**src/rtl/masf_lsu_pkg.sv**
```systemverilog
// -----------------------------------------------------------------------------
// masf_lsu_pkg
// Shared types and constants for the memory-access stage:
//   lsu_state_e  - access FSM states (IDLE, BUSY, DONE)
//   F3_*         - funct3 access-size encodings
//   WB_SEL_*     - writeback source select encodings
//   acc_size_e   - decoded access width, plus f3_size() to decode funct3
// -----------------------------------------------------------------------------
package masf_lsu_pkg;

  typedef enum logic [1:0] {
    IDLE = 2'd0,
    BUSY = 2'd1,
    DONE = 2'd2
  } lsu_state_e;

  localparam logic [2:0] F3_B  = 3'b000;
  localparam logic [2:0] F3_H  = 3'b001;
  localparam logic [2:0] F3_W  = 3'b010;
  localparam logic [2:0] F3_BU = 3'b100;
  localparam logic [2:0] F3_HU = 3'b101;

  localparam logic [1:0] WB_SEL_ALU  = 2'b00;
  localparam logic [1:0] WB_SEL_LOAD = 2'b01;
  localparam logic [1:0] WB_SEL_PC4  = 2'b10;
  localparam logic [1:0] WB_SEL_ZERO = 2'b11;

  typedef enum logic [1:0] {
    SZ_B = 2'd0,
    SZ_H = 2'd1,
    SZ_W = 2'd2
  } acc_size_e;

  // Unlisted funct3 encodings fall back to a full-word access.
  function automatic acc_size_e f3_size(input logic [2:0] f3);
    case (f3)
      F3_B, F3_BU: return SZ_B;
      F3_H, F3_HU: return SZ_H;
      default:     return SZ_W;
    endcase
  endfunction

endpackage

```
**src/rtl/lsu_load_align.sv**
```systemverilog
// -----------------------------------------------------------------------------
// lsu_load_align
// Combinational load-data aligner: picks the addressed byte/halfword out of
// the memory word and sign- or zero-extends it to XLEN.
// Ports:
//   rdata_i   in  XLEN  raw word from data memory
//   off_i     in  2     byte offset within the word (already size-aligned)
//   funct3_i  in  3     access size/sign (B, H, W, BU, HU; others act as W)
//   data_o    out XLEN  extended load value
// -----------------------------------------------------------------------------
module lsu_load_align
  import masf_lsu_pkg::*;
#(
  parameter int XLEN = 32
) (
  input  logic [XLEN-1:0] rdata_i,
  input  logic [1:0]      off_i,
  input  logic [2:0]      funct3_i,
  output logic [XLEN-1:0] data_o
);

  logic [7:0]  byte_sel;
  logic [15:0] half_sel;

  always_comb begin
    byte_sel = rdata_i[7:0];
    case (off_i)
      2'd0:    byte_sel = rdata_i[7:0];
      2'd1:    byte_sel = rdata_i[15:8];
      2'd2:    byte_sel = rdata_i[23:16];
      default: byte_sel = rdata_i[31:24];
    endcase
    half_sel = off_i[1] ? rdata_i[31:16] : rdata_i[15:0];
  end

  always_comb begin
    case (funct3_i)
      F3_B:    data_o = {{(XLEN-8){byte_sel[7]}}, byte_sel};
      F3_BU:   data_o = {{(XLEN-8){1'b0}}, byte_sel};
      F3_H:    data_o = {{(XLEN-16){half_sel[15]}}, half_sel};
      F3_HU:   data_o = {{(XLEN-16){1'b0}}, half_sel};
      default: data_o = rdata_i;
    endcase
  end

endmodule

```
**src/rtl/mem_access_stage.sv**
```systemverilog
// -----------------------------------------------------------------------------
// mem_access_stage
// Memory-access pipeline stage. Turns a load/store sitting in the MW register
// into a req/ack transaction on the data-memory port, holds the pipeline with
// Stall until it completes (or times out), aligns/extends load data and drives
// the writeback port.
//
// Optional feature macro: MEM_MISALIGN_TRAP_EN
//   defined   - misaligned H/W accesses are not issued; misalign_exc pulses
//   undefined - misaligned H/W offsets are silently forced aligned
//
// Ports:
//   clk, rst                 clock, synchronous active-high reset
//   Mem_read, Mem_write      access request from MW (both high -> load)
//   reg_wrMW, WB_sel_MW      rd write request and writeback source
//   funct3_MW                access size / sign
//   alu_out_MW               effective address / ALU result
//   wdata_MW, pc_MW          store data, instruction PC
//   dmem_req/we/addr/be/wdata  data-memory request side
//   dmem_ack, dmem_rdata     data-memory response side
//   Stall                    hold upstream pipeline registers
//   wb_en, wb_data           register-file writeback
//   bus_err                  one-cycle pulse after an ack timeout
//   misalign_exc             one-cycle pulse (MEM_MISALIGN_TRAP_EN only)
// -----------------------------------------------------------------------------
module mem_access_stage
  import masf_lsu_pkg::*;
#(
  parameter int XLEN           = 32,
  parameter int TIMEOUT_CYCLES = 255
) (
  input  logic            clk,
  input  logic            rst,
  input  logic            Mem_read,
  input  logic            Mem_write,
  input  logic            reg_wrMW,
  input  logic [1:0]      WB_sel_MW,
  input  logic [2:0]      funct3_MW,
  input  logic [XLEN-1:0] alu_out_MW,
  input  logic [XLEN-1:0] wdata_MW,
  input  logic [XLEN-1:0] pc_MW,
  output logic            dmem_req,
  output logic            dmem_we,
  output logic [XLEN-1:0] dmem_addr,
  output logic [3:0]      dmem_be,
  output logic [XLEN-1:0] dmem_wdata,
  input  logic            dmem_ack,
  input  logic [XLEN-1:0] dmem_rdata,
  output logic            Stall,
  output logic            wb_en,
  output logic [XLEN-1:0] wb_data,
`ifdef MEM_MISALIGN_TRAP_EN
  output logic            misalign_exc,
`endif
  output logic            bus_err
);

  // Counter value at which the last BUSY cycle without an ack gives up.
  localparam logic [7:0] TO_LAST = 8'(TIMEOUT_CYCLES - 1);

  lsu_state_e      state_q, state_d;
  logic [7:0]      cnt_q, cnt_d;
  logic [XLEN-1:0] buf_q, buf_d;
  logic            berr_q, berr_d;
  logic            mis_q, mis_d;

  logic            acc, is_load, is_store;
  acc_size_e       size;
  logic [1:0]      raw_off, off;
  logic [3:0]      be_lane;
  logic [XLEN-1:0] st_data;
  logic [XLEN-1:0] ld_aligned;

  // A simultaneous read+write is handled purely as a load.
  assign acc      = Mem_read | Mem_write;
  assign is_load  = Mem_read;
  assign is_store = Mem_write & ~Mem_read;

  assign size    = f3_size(funct3_MW);
  assign raw_off = alu_out_MW[1:0];

  // Offsets are forced to the access size; in the trap build misaligned
  // accesses never reach BUSY, so this only matters without the trap.
  always_comb begin
    case (size)
      SZ_B:    off = raw_off;
      SZ_H:    off = {raw_off[1], 1'b0};
      default: off = 2'b00;
    endcase
  end

  always_comb begin
    case (size)
      SZ_B: begin
        be_lane = 4'b0001 << off;
        st_data = {(XLEN/8){wdata_MW[7:0]}};
      end
      SZ_H: begin
        be_lane = off[1] ? 4'b1100 : 4'b0011;
        st_data = {(XLEN/16){wdata_MW[15:0]}};
      end
      default: begin
        be_lane = 4'b1111;
        st_data = wdata_MW;
      end
    endcase
  end

`ifdef MEM_MISALIGN_TRAP_EN
  logic misaligned;
  assign misaligned = ((size == SZ_H) && raw_off[0]) ||
                      ((size == SZ_W) && (raw_off != 2'b00));
`endif

  lsu_load_align #(.XLEN(XLEN)) u_align (
    .rdata_i  (dmem_rdata),
    .off_i    (off),
    .funct3_i (funct3_MW),
    .data_o   (ld_aligned)
  );

  assign dmem_addr  = {alu_out_MW[XLEN-1:2], 2'b00};
  assign dmem_wdata = st_data;

  always_comb begin
    state_d  = state_q;
    cnt_d    = cnt_q;
    buf_d    = buf_q;
    berr_d   = 1'b0;
    mis_d    = 1'b0;
    dmem_req = 1'b0;
    dmem_we  = 1'b0;
    dmem_be  = 4'b0000;
    Stall    = 1'b0;
    case (state_q)
      IDLE: begin
        cnt_d = 8'd0;
        if (acc) begin
          Stall = 1'b1;
`ifdef MEM_MISALIGN_TRAP_EN
          if (misaligned) begin
            state_d = DONE;
            mis_d   = 1'b1;
          end else begin
            state_d = BUSY;
          end
`else
          state_d = BUSY;
`endif
        end
      end
      BUSY: begin
        dmem_req = 1'b1;
        dmem_we  = is_store;
        dmem_be  = be_lane;
        Stall    = 1'b1;
        cnt_d    = cnt_q + 8'd1;
        if (dmem_ack) begin
          if (is_load) buf_d = ld_aligned;
          state_d = DONE;
        end else if (cnt_q == TO_LAST) begin
          buf_d   = '0;
          berr_d  = 1'b1;
          state_d = DONE;
        end
      end
      // The MW register advances on this edge, so the still-asserted
      // Mem_read/Mem_write of the finished access must not re-issue.
      DONE:    state_d = IDLE;
      default: state_d = IDLE;
    endcase
  end

  always_ff @(posedge clk) begin
    if (rst) begin
      state_q <= IDLE;
      cnt_q   <= 8'd0;
      buf_q   <= '0;
      berr_q  <= 1'b0;
      mis_q   <= 1'b0;
    end else begin
      state_q <= state_d;
      cnt_q   <= cnt_d;
      buf_q   <= buf_d;
      berr_q  <= berr_d;
      mis_q   <= mis_d;
    end
  end

  assign bus_err = berr_q;
`ifdef MEM_MISALIGN_TRAP_EN
  assign misalign_exc = mis_q;
  assign wb_en = reg_wrMW & ~Stall & ~berr_q & ~mis_q;
`else
  assign wb_en = reg_wrMW & ~Stall & ~berr_q;
`endif

  always_comb begin
    case (WB_sel_MW)
      WB_SEL_ALU:  wb_data = alu_out_MW;
      WB_SEL_LOAD: wb_data = buf_q;
      WB_SEL_PC4:  wb_data = pc_MW + XLEN'(4);
      default:     wb_data = '0;
    endcase
  end

  // mis_q only feeds outputs in the trap build.
  logic unused_ok;
  assign unused_ok = mis_q;

endmodule

```
**config.mk**
```make
export PLATFORM = sky130hd
export DESIGN_NAME = mem_access_stage
export DESIGN_NICKNAME = d
export VERILOG_FILES = /design/src/rtl/masf_lsu_pkg.sv /design/src/rtl/lsu_load_align.sv /design/src/rtl/mem_access_stage.sv
export SDC_FILE = /design/constraint.sdc
export NUM_CORES = 1
export LEC_CHECK = 0
export CAP_MARGIN = 20
export CORE_MARGIN = 2
export CORE_UTILIZATION = 41
export DETAILED_ROUTE_END_ITERATION = 16
export PLACE_DENSITY = 0.91
export SLEW_MARGIN = 20
export SYNTH_ARGS = -nofsm -noshare
export SYNTH_HDL_FRONTEND = slang
export SYNTH_SLANG_ARGS = --single-unit
export TNS_END_PERCENT = 50
```
**constraint.sdc**
```tcl
create_clock -name clk -period 2.95 [get_ports clk]
set_input_delay 0.295 -clock clk [delete_from_list [all_inputs] [get_ports clk]]
set_output_delay 0.295 -clock clk [all_outputs]
set_load 0.05 [all_outputs]
```
* Yosys cells after proc, flatten, opt, wreduce, memory -nomap -nowiden
Index checks and enable logic that the tools add are counted.
** Storage, ports and cells
- Register bits after elaboration :: 43
- Logic and storage cells :: 63
** Cells by class
- $add $sub $neg :: 2
- Equality and inequality tests :: 13
- Shift operators :: 1
- Muxes and demuxes :: 23
- Bitwise operators :: 8
- Reduce and logical (&&, ||, !) cells :: 12
** Operator list (number)
- 32-bit case mux with 4 select lines :: 1
- 32-bit 2-to-1 mux :: 3
- 32-bit case mux with 3 select lines :: 1
- 32-bit case mux with 2 select lines :: 1
- 32-bit by 3-bit adder with 32-bit output, second input constant :: 1
- 8-bit case mux with 3 select lines :: 1
- 16-bit 2-to-1 mux :: 1
- 8-bit case mux with 2 select lines :: 1
- 2-bit case mux with 2 select lines :: 3
- 8-bit by 1-bit adder with 8-bit output, second input constant :: 1
- 2-bit by 1-bit equality test with 1-bit output, second input constant :: 4
- 8-bit equality test, second input constant :: 1
- 2-bit zero test :: 4
- 4-bit 2-to-1 mux :: 2
- 4-bit case mux with 2 select lines :: 1
- 3-bit equality test, second input constant :: 2
- 2-bit 2-to-1 mux :: 3
- 2-bit equality test, second input constant :: 2
- 1-bit 2-to-1 mux :: 4
- 2-bit != test, second input constant :: 2
- 1-bit inverter :: 4
- 2-bit nonzero test :: 2
- 2-bit OR reduction :: 2
- 1-bit by 2-bit << shifter with 4-bit output, first input constant :: 1
- 9 further kinds :: 11

* Depth between registers and ports, before layout
- Depth after elaboration :: 10
- Gate-level depth with buffers :: 8
- Depth with buffers taken out :: 7

* Cells and area by module
From an unflattened synthesis, not the netlist that was laid out.
** Second synthesis, totals
- Cells, all modules :: 541
- Area total of the unflattened synthesis :: 4330.4 µm²
** Modules (own cells, without submodules)
- mem_access_stage :: times used 1, cells each 408, area an instance 3360.7 µm²
- lsu_load_align :: times used 1, cells each 133, area an instance 969.7 µm²

* Worst setup path before layout
No wires, ideal clock.
- Path kind :: in2out
- From :: input pc_MW[15]
- To :: output wb_data[23]
- Arrival time :: 2.152 ns
- Required time :: 2.655 ns
- Path slack :: 0.503 ns
- Stages on the path :: 6
- Path buffers :: 1
- Path through :: and3_1 -> and2_1 -> clkbuf_1 -> nand3_1 -> xnor2_1 -> o21ai_0
** Between the ends
- Cells in the longest elaborated chain, start to end :: 2
** Ends and longest elaborated chain
- start: declaration :: RTL line mem_access_stage.sv:41 : input logic [XLEN-1:0] pc_MW,
- 32-bit by 3-bit adder with 32-bit output :: RTL line mem_access_stage.sv:202 : WB_SEL_PC4: wb_data = pc_MW + XLEN'(4);
- 32-bit case mux with 3 select lines :: RTL line mem_access_stage.sv:199 : case (WB_sel_MW)
- end: declaration :: RTL line mem_access_stage.sv:51 : output logic [XLEN-1:0] wb_data,
No other way between the ends.

* Worst setup path after layout
- From :: input pc_MW[2]
- To :: output wb_data[14]
Same word-level chain as after synthesis.

==> results.md <==
* Status: completed
* Least-Margin Pin Slew at between 700 and 800 ps
* Hold/Removal Path Class: reg2reg
* Die Span Y at slightly above 100 um
* Crit. End Element: output pin
* Max stage delay on crit path at around 560 ps
* Mapped Avg Cell Area at approximately 7.6 um2
* Critical path launch point type: input pin
* Die Area at roughly 11000 um2
* Mapped Area at 4020 um2
* Setup TNS at 0 ps
* Relative slew slack at between 50 and 60%
* HPWL Detailed at roughly 13000 um
* Synth area leaders: dfxtp_1 21%, mux2_2 8.7%, buf_4 7.5%
* Worst-case reg-to-reg path depth at 4
* Clock transition at path regs at roughly 80 ps
* Die W at just over 100 um
* Core area at 9639 um2
* H-tree depth at 2
* Clock Path Buffers at 2
* Top Ports at 244
* CP max FO at 5
* Hold_buf cts at 0
* WP data arrival at between 2000 and 3000 ps
* Initial antenna violation count at 0
* DRT antenna net count at 0
* Cell variety after synth at 50
* DR DRC count at 0
* Antenna cells at 0
* Most used flip-flop cell after synthesis: dfxtp_1
* Drt initial violations at between 300 and 400
* Final setup fails at 0
* Non-filler instance count after layout at 853
* FF-to-FF Start: state_q[1]
* CP max stage cell: clkdlybuf4s50_1
* Share of cells above drive strength 1 at around 17%
* Via-to-Cell Ratio at about 5.6
* Maxcap violations at 0
* Area grow syn2layout at 67.94%
* Internal reg-to-reg setup slack at roughly 900 ps
* YS warnings at 0
* Total GRT Usage at between 20% and 30%
* Peak supply drop at between 0.2 and 0.25 mV
* Synth area leader: dfxtp_1
* Seq cells post-synth at 43
* RD Place Congestion at 0.9794
* Final-stage net count at about 860
* Sequential share of the synthesized area at between 20% and 30%
* Placed cells at roughly 850
* Cell Area, Placed at around 6600 um2
* P per Cell Area at between 300 and 400 nW/um2
* Min-Delay Endpoint: buf_q[6]
* Tcrit/Tclk final at between 90% and 100%
* Row cnt at 36
* Fmax at ~360 MHz
* First-pass GRT wire length at roughly 24000 um
* Detailed Routing Iterations Pass 1 at 5
* GRT Residual Overflow at 0
* Mapped Cells at between 500 and 600
* Crit path cell chain: clkdlybuf4s50_1 -> ha_1 -> and3_1 -> nand3_1 -> or3_1 -> xor2_1 -> o22ai_1 -> buf_12
* Fin area at about 6800 um2
* Pins Over Slew Limit at 0
* WL per Instance at 18.97 um
* LEAKAGE at 2.648 nW
* Worst min-delay path startpoint: buf_q[6]
* CP Class: in2out
* Cts repair resizes at 0
* Clock Skew at 5.559 ps
* Synth top cells by count: 71 x nand2_1, 48 x o21ai_0, 43 x dfxtp_1, 40 x buf_4
* CTS tree: done
* Asr flop ratio synth at 0%
* Worst r2r dst: buf_q[15]
* Post-synth EDFFs at 0
* TritonCTS buffer count at 5
* Hold Crit Depth at 2
* Buffers on Ports at 241
* Worst path required time at about 2700 ps
* RSZ-0062 raised after global routing: no
* Crit path time final at ~2800 ps
* Clock latency at the later pin of the worst-skew pair at about 300 ps
* Final hold violation count at 0
* Initial Utilization at 41.71%
* Largest net degree at the start of global routing at 35
* Clk sinks at 43
* Routed WL at approximately 16000 um
* Vias in the first global route at 4710
* Top-area cell type share of the netlist area at between 20% and 30%
* DR vias at 4774
* CTS root buffer: clkbuf_8
* Post-CTS Setup Repair Bufs at 0
* Most frequent cell after synthesis: nand2_1
-- per-layer routing --
metal	global-route usage (%)	vias to the layer above	share of wire (%)
met5	0	-	0
met4	10.93	0	3.7
met3	6.915	49	9.7
met2	54.45	304	51
met1	32.48	2193	36
li1	-	2228	-
-- through the flow --
| step | total power [W] | worst slack, ps | hold WS, ps | utilization [%] |
|---|---|---|---|---|
| final | 0.002271 | 156.7 | 447.8 | 70.04 |
| after global routing | 0.002346 | 70.31 | 474.0 | 70.04 |
| after CTS | 0.002272 | 173.9 | 444.6 | 70.04 |
| after detailed placement | 0.001813 | 180.7 | 432.7 | 68.87 |
| after global placement | 0.001799 | 250.6 | 428.6 | 68.87 |
| after floorplan | 0.001257 | 503.2 | 367.4 | - |
-- how the worst max path moves through the flow --
stage	end	slack (ps)	cells after the start	from
2_1_floorplan	wb_data[23]	500	6	pc_MW[15]
3_3_place_gp	wb_data[28]	250	8	pc_MW[2]
3_5_place_dp	wb_data[14]	180	8	pc_MW[2]
4_1_cts	wb_data[14]	170	8	pc_MW[2]
5_1_grt	wb_data[14]	70	8	pc_MW[2]
6_report	wb_data[14]	160	8	pc_MW[2]
-- state kept, by name (all words and copies together) (netlist names) --
name / count
bus_err: 1
buf_q: 32
cnt_q: 8
state_q: 2
-- logic make-up after synthesis --
family                     count (synthesis)  share of synthesized area [%]
xor gates and xnor gates                  32                          6.972
and+or+nand+nor                          178                          22.22
adders and majority gates                  3                         0.9338
buffers and inverters                     79                          11.89
muxes                                     61                          16.46
other                                      1                        0.09328
DFF                                       43                          21.41
AOI/OAI and AO/OA                        132                          20.01
-- worst max-delay path: cells and delay by family --
kind | cells | cell delay, ps
simple gates | 3 | 810
buf+inv | 2 | 740
compound gates | 1 | 260
fa+ha+maj | 1 | 230
xor+xnor | 1 | 150
-- layout make-up --
class	count	area [um2]
Clock inverter	3	43.79
Inverter	8	30.03
Timing Repair Buffer	253	2893
Tap cell	133	166.4
Clock buffer	5	68.82
Sequential cell	43	860.8
Multi-Input combinational cell	408	2689
Fill cell	765	2888
-- cells in the final DEF, fill, tap and decap left out, types with 14 or more instances in the layout --
master and count:
clkdlybuf4s50_1 188, nand2_1 71, o21ai_0 48, dfxtp_1 43
buf_12 42, mux2_2 31, a21oi_1 30, mux2i_1 29
nor2_1 29, buf_4 22, nand3_1 17, xor2_1 17
xnor2_1 15, o22ai_1 14
-- where the power goes --
part / switching, W / internal (W) / leakage [nW] / total, W
Sequential: 0.0000121 / 0.000596 / 0.348 / 0.000608
Clock: 0.000212 / 0.000252 / 0.0581 / 0.000464
Combinational: 0.000671 / 0.000528 / 2.24 / 0.00120
Total: 0.000895 / 0.00138 / 2.65 / 0.00227
Power figures use the tool's default switching activity.
